[src/rtl/param_cu_pkg.sv]
// Shared opcodes, FSM state encoding and bus-2 mux codes for the multicycle controller.
package param_cu_pkg;

    localparam int unsigned OP_NOP  = 0;
    localparam int unsigned OP_ADD  = 1;
    localparam int unsigned OP_SUB  = 2;
    localparam int unsigned OP_AND  = 3;
    localparam int unsigned OP_NOT  = 4;
    localparam int unsigned OP_RD   = 5;
    localparam int unsigned OP_WR   = 6;
    localparam int unsigned OP_BR   = 7;
    localparam int unsigned OP_BRZ  = 8;
    localparam int unsigned OP_OR   = 9;
    localparam int unsigned OP_XOR  = 10;
    localparam int unsigned OP_BRNZ = 11;
    localparam int unsigned OP_HALT = 15;

    typedef enum logic [3:0] {
        StIdle,
        StFet1,
        StFet2,
        StDec,
        StEx1,
        StRd1,
        StRd2,
        StWr1,
        StWr2,
        StBr1,
        StBr2,
        StHalt,
        StErr
    } cu_state_e;

    localparam logic [1:0] SEL2_ALU  = 2'd0;
    localparam logic [1:0] SEL2_BUS1 = 2'd1;
    localparam logic [1:0] SEL2_MEM  = 2'd2;
    localparam logic [1:0] SEL2_NONE = 2'd3;

endpackage

[src/rtl/cu_reg_decode.sv]
// Register-address to one-hot load decoder; all zeros when disabled.
module cu_reg_decode #(
    parameter int unsigned REG_ADDR = 2
) (
    input  logic [REG_ADDR-1:0]      i_addr,
    input  logic                     i_en,
    output logic [2**REG_ADDR-1:0]   o_onehot
);

    always_comb begin
        o_onehot = '0;
        if (i_en) begin
            o_onehot[i_addr] = 1'b1;
        end
    end

endmodule

[src/rtl/param_control_unit.sv]
// Multicycle controller: sequences fetch/decode/execute/memory/branch phases for the bus datapath.
module param_control_unit
    import param_cu_pkg::*;
#(
    parameter int unsigned WORD_SIZE = 8,
    parameter int unsigned OP_SIZE   = 4,
    parameter int unsigned REG_ADDR  = 2,
    localparam int unsigned NUM_REGS = 2**REG_ADDR
) (
    input  logic                 clk,
    input  logic                 rst,
    input  logic [WORD_SIZE-1:0] instruction,
    input  logic                 zero,
    input  logic                 mem_ready,
    input  logic                 resume,
    output logic [NUM_REGS-1:0]  load_reg,
    output logic                 load_pc,
    output logic                 inc_pc,
    output logic                 load_ir,
    output logic                 load_add_r,
    output logic                 load_reg_y,
    output logic                 load_reg_z,
    output logic                 write,
    output logic [REG_ADDR:0]    sel_bus_1_mux,
    output logic [1:0]           sel_bus_2_mux,
    output logic [OP_SIZE-1:0]   alu_op,
    output logic                 halted,
    output logic                 err
);

    localparam logic [REG_ADDR:0] SEL1_PC = (REG_ADDR+1)'(NUM_REGS);

    cu_state_e            r_state;
    cu_state_e            w_state_next;
    logic                 r_err;
    logic [OP_SIZE-1:0]   w_opcode;
    logic [31:0]          w_op;
    logic [REG_ADDR-1:0]  w_src;
    logic [REG_ADDR-1:0]  w_dest;
    logic                 w_load_en;
    logic                 w_take;

    assign w_opcode = instruction[WORD_SIZE-1 -: OP_SIZE];
    assign w_op     = 32'(w_opcode);
    assign w_src    = instruction[2*REG_ADDR-1:REG_ADDR];
    assign w_dest   = instruction[REG_ADDR-1:0];
    assign w_take   = ((w_op == OP_BRZ) && zero) || ((w_op == OP_BRNZ) && !zero);

    assign alu_op = w_opcode;
    assign halted = (r_state == StHalt);
    assign err    = r_err;

    always_comb begin
        w_state_next  = r_state;
        w_load_en     = 1'b0;
        load_pc       = 1'b0;
        inc_pc        = 1'b0;
        load_ir       = 1'b0;
        load_add_r    = 1'b0;
        load_reg_y    = 1'b0;
        load_reg_z    = 1'b0;
        write         = 1'b0;
        sel_bus_1_mux = SEL1_PC;
        sel_bus_2_mux = SEL2_NONE;

        case (r_state)
            StIdle: w_state_next = StFet1;
            StFet1: begin
                sel_bus_2_mux = SEL2_BUS1;
                load_add_r    = 1'b1;
                w_state_next  = StFet2;
            end
            StFet2: begin
                sel_bus_2_mux = SEL2_MEM;
                if (mem_ready) begin
                    load_ir      = 1'b1;
                    inc_pc       = 1'b1;
                    w_state_next = StDec;
                end
            end
            StDec: begin
                case (w_op)
                    OP_NOP: w_state_next = StFet1;
                    OP_ADD, OP_SUB, OP_AND, OP_OR, OP_XOR: begin
                        sel_bus_1_mux = {1'b0, w_src};
                        sel_bus_2_mux = SEL2_BUS1;
                        load_reg_y    = 1'b1;
                        w_state_next  = StEx1;
                    end
                    OP_NOT: begin
                        sel_bus_1_mux = {1'b0, w_src};
                        sel_bus_2_mux = SEL2_ALU;
                        load_reg_z    = 1'b1;
                        w_load_en     = 1'b1;
                        w_state_next  = StFet1;
                    end
                    OP_RD, OP_WR, OP_BR: begin
                        sel_bus_2_mux = SEL2_BUS1;
                        load_add_r    = 1'b1;
                        w_state_next  = (w_op == OP_RD) ? StRd1 :
                                        (w_op == OP_WR) ? StWr1 : StBr1;
                    end
                    OP_BRZ, OP_BRNZ: begin
                        // Untaken conditional branch skips the operand word.
                        if (w_take) begin
                            sel_bus_2_mux = SEL2_BUS1;
                            load_add_r    = 1'b1;
                            w_state_next  = StBr1;
                        end else begin
                            inc_pc       = 1'b1;
                            w_state_next = StFet1;
                        end
                    end
                    OP_HALT: w_state_next = StHalt;
                    default: w_state_next = StErr;
                endcase
            end
            StEx1: begin
                sel_bus_1_mux = {1'b0, w_dest};
                sel_bus_2_mux = SEL2_ALU;
                load_reg_z    = 1'b1;
                w_load_en     = 1'b1;
                w_state_next  = StFet1;
            end
            StRd1, StWr1, StBr1: begin
                sel_bus_2_mux = SEL2_MEM;
                if (mem_ready) begin
                    load_add_r   = 1'b1;
                    inc_pc       = (r_state != StBr1);
                    w_state_next = (r_state == StRd1) ? StRd2 :
                                   (r_state == StWr1) ? StWr2 : StBr2;
                end
            end
            StRd2: begin
                sel_bus_2_mux = SEL2_MEM;
                if (mem_ready) begin
                    w_load_en    = 1'b1;
                    w_state_next = StFet1;
                end
            end
            StWr2: begin
                sel_bus_1_mux = {1'b0, w_src};
                sel_bus_2_mux = SEL2_BUS1;
                write         = 1'b1;
                if (mem_ready) begin
                    w_state_next = StFet1;
                end
            end
            StBr2: begin
                sel_bus_2_mux = SEL2_MEM;
                if (mem_ready) begin
                    load_pc      = 1'b1;
                    w_state_next = StFet1;
                end
            end
            StHalt: begin
                if (resume) begin
                    w_state_next = StFet1;
                end
            end
            StErr:   w_state_next = StErr;
            default: w_state_next = StIdle;
        endcase
    end

    always_ff @(posedge clk or negedge rst) begin
        if (!rst) begin
            r_state <= StIdle;
            r_err   <= 1'b0;
        end else begin
            r_state <= w_state_next;
            if (w_state_next == StErr) begin
                r_err <= 1'b1;
            end
        end
    end

    cu_reg_decode #(
        .REG_ADDR(REG_ADDR)
    ) u_reg_decode (
        .i_addr   (w_dest),
        .i_en     (w_load_en),
        .o_onehot (load_reg)
    );

endmodule

[config.mk]
export PLATFORM = sky130hd
export DESIGN_NAME = param_control_unit
export DESIGN_NICKNAME = d
export VERILOG_FILES = /design/src/rtl/param_cu_pkg.sv /design/src/rtl/cu_reg_decode.sv /design/src/rtl/param_control_unit.sv
export SDC_FILE = /design/constraint.sdc
export NUM_CORES = 1
export LEC_CHECK = 0
export CORE_UTILIZATION = 41
export CTS_BUF_LIST = sky130_fd_sc_hd__clkbuf_4
export DETAILED_ROUTE_END_ITERATION = 10
export PLACE_DENSITY_LB_ADDON = 0.15
export SLEW_MARGIN = 10
export SYNTH_ARGS = -nofsm -noshare
export SYNTH_HDL_FRONTEND = slang
export SYNTH_HIERARCHICAL = 1
export SYNTH_SLANG_ARGS = --single-unit
[constraint.sdc]
create_clock -name clk -period 2.85 [get_ports clk]
set_input_delay 0.855 -clock clk [delete_from_list [all_inputs] [get_ports clk]]
set_output_delay 0.855 -clock clk [all_outputs]
set_load 0.01 [all_outputs]
==> flow_summary.ini, run 1 <==
[power]
power-per-cell-area_nw_per_um2 = 702
ir_worst_vdd_mv = 0.539
p_leak_nw = 0.711

[cts]
cts_hold_buffers = 0
clk_pin_slew_ns = 0.05
clock_latency_ns = 0.25
cts.path.max_buffers = 2
h-tree-depth = 1
tritoncts = done
cts_root_buffer = clkbuf_4
cts.sinks = 5
numCtsBuffers = 3

[timing]
fin_crit_ns = 3.28
timing.final.ws_setup_ns = -0.429
tightest_slew_ns = 0.433
fmax_mhz = 305
skew_ns = 0.00906
fin_crit_sh_pct = 115
slew_viol_final = 0
rsz0062_at_grt = yes
setup_viol = 11
slew_headroom_pct = 70.9
final-hold-violation-count = 0

[worst_setup_path]
cp.arrival_ns = 2.42
timing.rr.start = r_state[3]
worst-setup-path-type = in2out
crit_start = instruction[4]
endpoint_kind = output port
crit_required_ns = 2.00
path_max_fanout = 3
setup.worst_path.start_class = input pin

[place]
placed_cell_area_um2 = 1330
dpl.hpwl_um = 1970
portBuffers = 34
dp_slack_ns = -1.12
placedCellCount = 185
gp_congestion = 0.804

[cells_and_area]
syn_to_final_growth_pct = 77.5
stdcell_count = 204
post-route-util_pct = 79.0
fillers = 131
nets = 191
diodes = 0
drive_gt1_share_pct = 50.3
design_area_um2 = 1600

[yosys]
synth_compound_area_share_pct = 30.7
yosys-top-cells-area = dfrtp_1 14%, clkbuf_8 4.6%, a21oi_1 4.5%
synth.cell_area_um2 = 900
synth_xor_area_share_pct = 0.974
synth-simple-area-share_pct = 37.7
synth_top_area_share_pct = 13.9
synth_top_cell_by_area = dfrtp_1
synth_top_family_by_area = simple AND/OR/NAND/NOR gates
ys_seq_elements = 5
synth_nets = 130
avgSynthCellArea_um2 = 7.69
ys_seq_area_share_pct = 13.9
synth_cells = 117
synth_mux_area_share_pct = 0
yosysWarnings = 6
synth-edff-count = 0
synth_cell_types = 51
yosys.area_share.adder_pct = 0
ys.flop_type = dfrtp_1
async_flop_share_pct = 100

[die]
die_area_um2 = 2390
dieHeight_um = 48.8
rows = 16
chipWidth_um = 48.8
start_util_pct = 44.5
core_area_um2 = 2020
ios = 35

[run_status]
status = finished, violations left
violations = negative setup slack

[route]
routed_wl_um = 3350
wl_per_cell_um = 16.4
antenna_left = 0
drt_iter0_markers = 16
vias_per_cell = 5.77
drc_errors = 0
vias = 1178
drtPass1Iterations = 4

[global_routing]
grt_max_degree = 18
antenna_found_initial = 0
grt_use_met2_pct = 46.1
use_met3_pct = 3.43
grt_pass1_vias = 1063
grt_use_total_pct = 25.6
gr-max-usage-layer = met2
grt_first_pass_wirelength_um = 4950
grt-ovfl-total = 0
grtUsageMet1_pct = 31.7

[min_path]
hp-start = err
hp-class = reg2reg

[job]
max_cap_violations = 0
==> path summary, 6_finish.rpt <==
kind	endpoint	slack (ns)	cells after the start
max	load_reg[0]	-0.43	7
min	err	0.56	1
max reg2reg	err	1.21	6
min reg2reg	err	0.56	1
max in group asynchronous	err	1.83	1
min in group asynchronous	r_state[1]	0.82	1
==> worst max-delay path, cell delays in order <==
cell and delay [ns]:
buf_6 0.09, or4b_4 0.54, or3_4 0.35, a21oi_4 0.16, buf_6 0.11, nor3b_4 0.16, buf_2 0.16
==> kinds of logic after synthesis <==
logic type	Yosys count
XOR/XNOR	1
AO/OA/AOI/OAI	37
AND/OR/NAND/NOR	54
buffers and inverters	20
flip-flops	5
==> sequential cells by signal, summed over array words and instances, names as in the netlist <==
register / cells
err: 1
r_state: 4
==> layout make-up <==
| cell class | instances | area, um^2 | area share [%] |
|---|---|---|---|
| clock buffer | 4 | 30.0 | 1.88 |
| multi-input combinational | 92 | 748 | 46.9 |
| tap | 27 | 33.8 | 2.12 |
| sequential | 5 | 125 | 7.84 |
| inverter | 4 | 15.0 | 0.940 |
| timing repair buffer | 72 | 644 | 40.4 |
==> stage by stage <==
step	total power (W)	hold WS, ns	TNS [ns]
2_1_floorplan	0.000656	0.559	-0.374
5_1_grt	0.00119	0.593	-3.63
6_report	0.00112	0.555	-3.13
4_1_cts	0.00104	0.555	-2.20
3_5_place_dp	0.000936	0.553	-12.10
3_3_place_gp	0.000922	0.537	-11.68
==> synth_stat cells (all sizes together) (2+ instances only) <==
library cell  number
buf               13
a21oi              9
nand2              7
nor2               7
nor3               7
o21ai              7
nor2b              6
dfrtp              5
inv                4
nand2b             4
and3               3
and3b              3
clkbuf             3
nand3              3
nor4               3
a211o              2
a221oi             2
a22o               2
nor3b              2
nor4bb             2
o211ai             2
o21bai             2
or3                2
==> cells in the final DEF, fill, tap and decap left out, types with 2 or more instances in the layout <==
| master | netlist | final |
|---|---|---|
| buf_4 | 4 | 23 |
| buf_6 | 3 | 18 |
| clkdlybuf4s50_1 | 0 | 13 |
| buf_2 | 6 | 11 |
| a21oi_1 | 8 | 8 |
| nor2_1 | 7 | 7 |
| nor3_1 | 7 | 6 |
| nand2_1 | 6 | 6 |
| nor2b_1 | 6 | 5 |
| dfrtp_1 | 5 | 5 |
| nand2b_1 | 4 | 4 |
| clkbuf_4 | 0 | 4 |
| nand3_1 | 3 | 3 |
| inv_1 | 4 | 3 |
| o21ai_2 | 1 | 3 |
| o211ai_1 | 2 | 2 |
| nor3b_4 | 0 | 2 |
| o21ai_0 | 5 | 2 |
| o21ai_1 | 1 | 2 |
| a22o_1 | 2 | 2 |
| dlygate4sd2_1 | 0 | 2 |
| buf_8 | 0 | 2 |
| and3b_2 | 0 | 2 |
==> repair_timing <==
| action | in CTS | in global routing |
|---|---|---|
| setup endpoints to repair | 19 | 13 |
| gates cloned | 0 | 0 |
| buffers inserted | 8 | 9 |
| pin swaps | 12 | 19 |
| resized for setup | 96 | 27 |
==> routing by layer <==
layer | share of wire, % | routed length [um]
met1 | 42 | 1390
met2 | 53 | 1780
met3 | 4.3 | 145
met4 | 0.81 | 27
met5 | 0 | 0
==> where the power goes <==
| group | internal [W] | switching (W) | leakage (nW) |
|---|---|---|---|
| Clock | 0.0000628 | 0.0000355 | 0.0184 |
| Sequential | 0.000101 | 0.0000488 | 0.0625 |
| Combinational | 0.000436 | 0.000437 | 0.630 |
Note: power is estimated with default switching activity, not from simulation.
==> inputs of run 2 (changes only) <==
--- a/config.mk
+++ b/config.mk
@@ -5,7 +5,7 @@
 export SDC_FILE = /design/constraint.sdc
 export NUM_CORES = 1
 export LEC_CHECK = 0
-export CORE_UTILIZATION = 41
+export CORE_UTILIZATION = 48
 export CTS_BUF_LIST = sky130_fd_sc_hd__clkbuf_4
 export DETAILED_ROUTE_END_ITERATION = 10
 export PLACE_DENSITY_LB_ADDON = 0.15
@@ -14,3 +14,4 @@
 export SYNTH_HDL_FRONTEND = slang
 export SYNTH_HIERARCHICAL = 1
 export SYNTH_SLANG_ARGS = --single-unit
+export TNS_END_PERCENT = 5
==> constraint.sdc (replaced) <==
create_clock -name clk -period 4.05 [get_ports clk]
set_input_delay 1.215 -clock clk [delete_from_list [all_inputs] [get_ports clk]]
set_output_delay 1.215 -clock clk [all_outputs]
set_load 0.01 [all_outputs]
==> flow_summary.ini, run 2 (same netlist as run 1, synthesis figures left out) <==
[run_status]
status = completed

[worst_setup_path]
cp_num_buf_inv = 2
timing.rr.start = r_state[0]
cp.arrival_ns = 2.78
endpoint_kind = output port
regToRegSetupSlack_ns = 2.29
worst-setup-path-type = in2out
crit_path_max_incr_delay_ns = 0.49
cp.depth = 6
setup.worst_path.start_class = input pin
crit_required_ns = 2.83
path_max_fanout = 4
reg2reg_depth = 4
slowest_stage = or4b_4
crit_start = instruction[7]
cp_top_family = simple AND/OR/NAND/NOR gates
crit_chain = dlygate4sd2_1 > or4b_4 > or3_4 > a21oi_4 > nor3b_2 > buf_2

[route]
drtPass1Iterations = 4
drc_errors = 0
antenna_left = 0
routed_wl_um = 2400
vias_per_cell = 5.69
wl_per_cell_um = 13.6
vias = 1002
drt_iter0_markers = 29

[power]
swShare_pct = 47.9
p_sw_w = 0.000302
p_int_w = 0.000329
power_w = 0.000631
power_frac_clock_pct = 10.3
p_seq_share_pct = 21.7
power_frac_comb_pct = 68.0
ir_worst_vdd_mv = 0.312
p_leak_nw = 0.537
power-per-cell-area_nw_per_um2 = 503

[timing]
final-hold-violation-count = 0
setup_viol = 0
fin_crit_ns = 4.00
fin_crit_sh_pct = 98.7
slew_viol_final = 0
tightest_slew_ns = 0.576
finalSetupTns_ns = 0
skew_ns = 0.000728
rsz0062_at_grt = yes
slew_headroom_pct = 61.6
fmax_mhz = 250

[job]
max_cap_violations = 0

[cells_and_area]
syn_to_final_growth_pct = 39.5
max_flop_register = r_state
largest_reg_flops = 4
final_common_cell = clkdlybuf4s50_1
nets = 165
drive_gt1_share_pct = 26.5
stdcell_count = 176
final_cell_mix = 18 x clkdlybuf4s50_1, 11 x buf_4, 8 x a21oi_1
diodes = 0
fillers = 158

[place]
gp_congestion = 0.810
portBuffers = 34
dpl.hpwl_um = 1770
placedCellCount = 172

[die]
die_area_um2 = 2050
core_area_um2 = 1750
chipWidth_um = 45.3
dieHeight_um = 45.3
start_util_pct = 51.5
ios = 35
rows = 15

[cts]
cts.sinks = 5
cts_setup_buffers = 0
cts_root_buffer = clkbuf_4
clk_pin_slew_ns = 0.04
tritoncts = done
cts_hold_buffers = 0
numCtsBuffers = 3
cts.path.max_buffers = 2
h-tree-depth = 1
clock_latency_ns = 0.24

[global_routing]
grt_use_total_pct = 24.9
grt_first_pass_wirelength_um = 3870
grt_max_degree = 19
grt-ovfl-total = 0
antenna_found_initial = 0
grt_pass1_vias = 872

[min_path]
hp-start = err
hold_depth = 1
hp-class = reg2reg
run 2: final timing paths:
check	endpoint
setup / recovery	load_reg[0]
hold / removal	err
setup reg to reg	r_state[3]
hold reg to reg	err
max in group asynchronous	r_state[3]
min in group asynchronous	r_state[1]
run 2: power by group through the flow:
stage / registers, W / clock network [W] / logic [W]
floorplan: 0.0000884 / 0 / 0.000372
global placement: 0.000131 / 0 / 0.000437
detailed placement: 0.000133 / 0 / 0.000445
CTS: 0.000135 / 0.0000672 / 0.000427
global route: 0.000142 / 0.0000690 / 0.000466
finish: 0.000137 / 0.0000647 / 0.000429
run 2: cell type report:
class / instances / area, um^2 / share of cell area (%)
Inverter: 4 / 15.0 / 1.20
Clock buffer: 4 / 30.0 / 2.39
Sequential cell: 5 / 125 / 9.97
Timing Repair Buffer: 46 / 398 / 31.7
Tap cell: 25 / 31.3 / 2.49
Multi-Input combinational cell: 92 / 656 / 52.2
run 2: repair_timing:
action,in CTS,in global routing
cloned,0,0
gates resized for setup,34,6
endpoints found under the hold margin,0,0
endpoints found under the setup margin,13,7
pin swaps,2,2
run 2: metrics by stage:
| stage | setup slack (ns) | util (%) | hold WS (ns) | instance area, um^2 |
|---|---|---|---|---|
| final | 0.0533 | 71.9 | 0.559 | 1250 |
| after global routing | -0.00422 | 71.9 | 0.596 | 1250 |
| after CTS | -0.0140 | 72.3 | 0.564 | 1260 |
| after detailed placement | -0.596 | 70.3 | 0.550 | 1230 |
| after global placement | -0.544 | 70.3 | 0.538 | 1230 |
| after floorplan | 0.373 | - | 0.574 | 900 |
run 2: per-layer routing:
layer	track usage [%]	share of wire, %	vias to the layer above
met5	0	0	-
met2	39.7	51	25
met1	36.9	47	477
met4	3.03	0	0
met3	2.40	2.7	0
li1	-	-	500
==> inputs of run 3 (changes only) <==
--- a/config.mk
+++ b/config.mk
@@ -5,7 +5,9 @@
 export SDC_FILE = /design/constraint.sdc
 export NUM_CORES = 1
 export LEC_CHECK = 0
-export CORE_UTILIZATION = 48
+export CELL_PAD_IN_SITES_DETAIL_PLACEMENT = 1
+export CELL_PAD_IN_SITES_GLOBAL_PLACEMENT = 1
+export CORE_UTILIZATION = 34
 export CTS_BUF_LIST = sky130_fd_sc_hd__clkbuf_4
 export DETAILED_ROUTE_END_ITERATION = 10
 export PLACE_DENSITY_LB_ADDON = 0.15
==> flow_summary.ini, run 3 (same netlist as run 1, synthesis figures left out) <==
[place]
placed_cell_area_um2 = 1240
gp_congestion = 0.760
portBuffers = 34
dpl.hpwl_um = 2090

[cts]
h-tree-depth = 1
numCtsBuffers = 3
cts_root_buffer = clkbuf_4
tritoncts = done
clock_latency_ns = 0.23
clk_pin_slew_ns = 0.04
cts_hold_buffers = 0
cts.sinks = 5
cts.path.max_buffers = 2

[worst_setup_path]
path_max_fanout = 2
cp_num_buf_inv = 3
regToRegSetupSlack_ns = 2.27
setup.worst_path.start_class = input pin
cp.arrival_ns = 2.78
crit_required_ns = 2.83
slowest_stage = or4b_4
endpoint_kind = output port
reg2reg_depth = 4
cp_top_family = simple AND/OR/NAND/NOR gates
r2r_end = err
crit_chain = buf_6 > or4b_4 > or3_4 > a21oi_4 > buf_6 > and3_2 > buf_6
crit_top_cell = buf_6
crit_path_max_incr_delay_ns = 0.52
worst-setup-path-type = in2out
timing.rr.start = r_state[3]

[timing]
skew_ns = 0.000493
final-hold-violation-count = 0
setup_viol = 0
slew_headroom_pct = 56.4
tightest_slew_ns = 0.654
slew_viol_final = 0
rsz0062_at_grt = no
fin_crit_sh_pct = 98.6
finalSetupTns_ns = 0
fmax_mhz = 251
fin_crit_ns = 3.99

[route]
vias = 1059
drc_errors = 0
routed_wl_um = 2860
drt_iter0_markers = 15
wl_per_cell_um = 15.6
drtPass1Iterations = 4
antenna_left = 0
vias_per_cell = 5.76

[min_path]
hp-class = reg2reg
hold_depth = 1
hp-start = err
min_to = err

[die]
chipWidth_um = 53.4
dieHeight_um = 53.4
core_area_um2 = 2500
die_area_um2 = 2860
ios = 35
rows = 18
start_util_pct = 36.0

[cells_and_area]
drive_gt1_share_pct = 28.6
multi_input_comb_area_um2 = 649
final_cell_mix = 19 x clkdlybuf4s50_1, 13 x buf_4, 8 x a21oi_1
syn_to_final_growth_pct = 42.4
design_area_um2 = 1280
largest_reg_flops = 4
max_flop_register = r_state
diodes = 0
final_common_cell = clkdlybuf4s50_1
fillers = 324
regArea_um2 = 125
nets = 168

[power]
power_w = 0.000658
ir_worst_vdd_mv = 0.312
p_leak_nw = 0.537
power-per-cell-area_nw_per_um2 = 513

[global_routing]
grt_max_degree = 19
antenna_found_initial = 0
grt_pass1_vias = 979
grt_first_pass_wirelength_um = 4420
grt-ovfl-total = 0
grt_use_total_pct = 20.4

[run_status]
status = completed

[job]
max_cap_violations = 0
run 3: cell types whose count changed in the layout (fill, tap and decap cells not counted):
| cell | before | now |
|---|---|---|
| clkdlybuf4s15_1 | 2 | 0 |
| clkdlybuf4s50_1 | 18 | 19 |
| dlymetal6s2s_1 | 1 | 0 |
| buf_6 | 1 | 4 |
| nor4bb_2 | 1 | 0 |
| buf_4 | 11 | 13 |
| nor4bb_1 | 1 | 2 |
run 3: per-stage QoR:
stage	setup WS, ns	instances	hold WS, ns	util (%)
floorplan	0.373	117	0.574	-
global placement	-0.564	178	0.533	49.6
detailed placement	-0.594	178	0.543	49.6
CTS	-0.00683	184	0.548	50.7
global route	0.0100	184	0.579	51.3
finish	0.0587	184	0.547	51.3
run 3: timing repair:
action	in CTS	in global routing
endpoints found under the setup margin	13	7
pin swaps	2	4
setup buffers	2	0
resized for setup	33	11
run 3: metal layers:
| layer | share of wire, % | vias to the layer above | GRT usage [%] |
|---|---|---|---|
| met5 | 0 | - | 0 |
| met4 | 0 | 0 | 0 |
| met1 | 45 | 523 | 27.2 |
| li1 | - | 506 | - |
| met3 | 4.8 | 0 | 1.72 |
| met2 | 50 | 30 | 36.9 |
run 3: worst max-delay path by stage:
stage                     depth (start not counted)  slack [ns]      startpoint     endpoint
after global routing                              7        0.01  instruction[7]  load_reg[0]
after global placement                            6       -0.56  instruction[4]  load_reg[0]
after detailed placement                          6       -0.59  instruction[4]  load_reg[0]
after CTS                                         7      -0.007  instruction[4]  load_reg[3]
after floorplan                                   4        0.37  instruction[4]  load_reg[0]
final                                             7        0.06  instruction[7]  load_reg[3]
run 3: cell type report:
cell class	count	area share, %
clock buffers	4	2.34
inverters	4	1.17
multi-input cells	92	50.7
flip-flops and latches	5	9.77
well taps	30	2.93
repair buffers	49	33.1
run 3: report_power, final:
part           total [W]  internal, W  switching [W]
Clock          0.0000618    0.0000438      0.0000180
Sequential      0.000121    0.0000704      0.0000506
Combinational   0.000475     0.000228       0.000247
Total           0.000658     0.000342       0.000316
run 3: worst reg2reg max path, stage by stage, from the launching register on:
cell and delay (ns):
dfrtp_1 0.75, inv_1 0.27, a221oi_1 0.38, o21ai_2 0.12
a2bb2oi_2 0.14
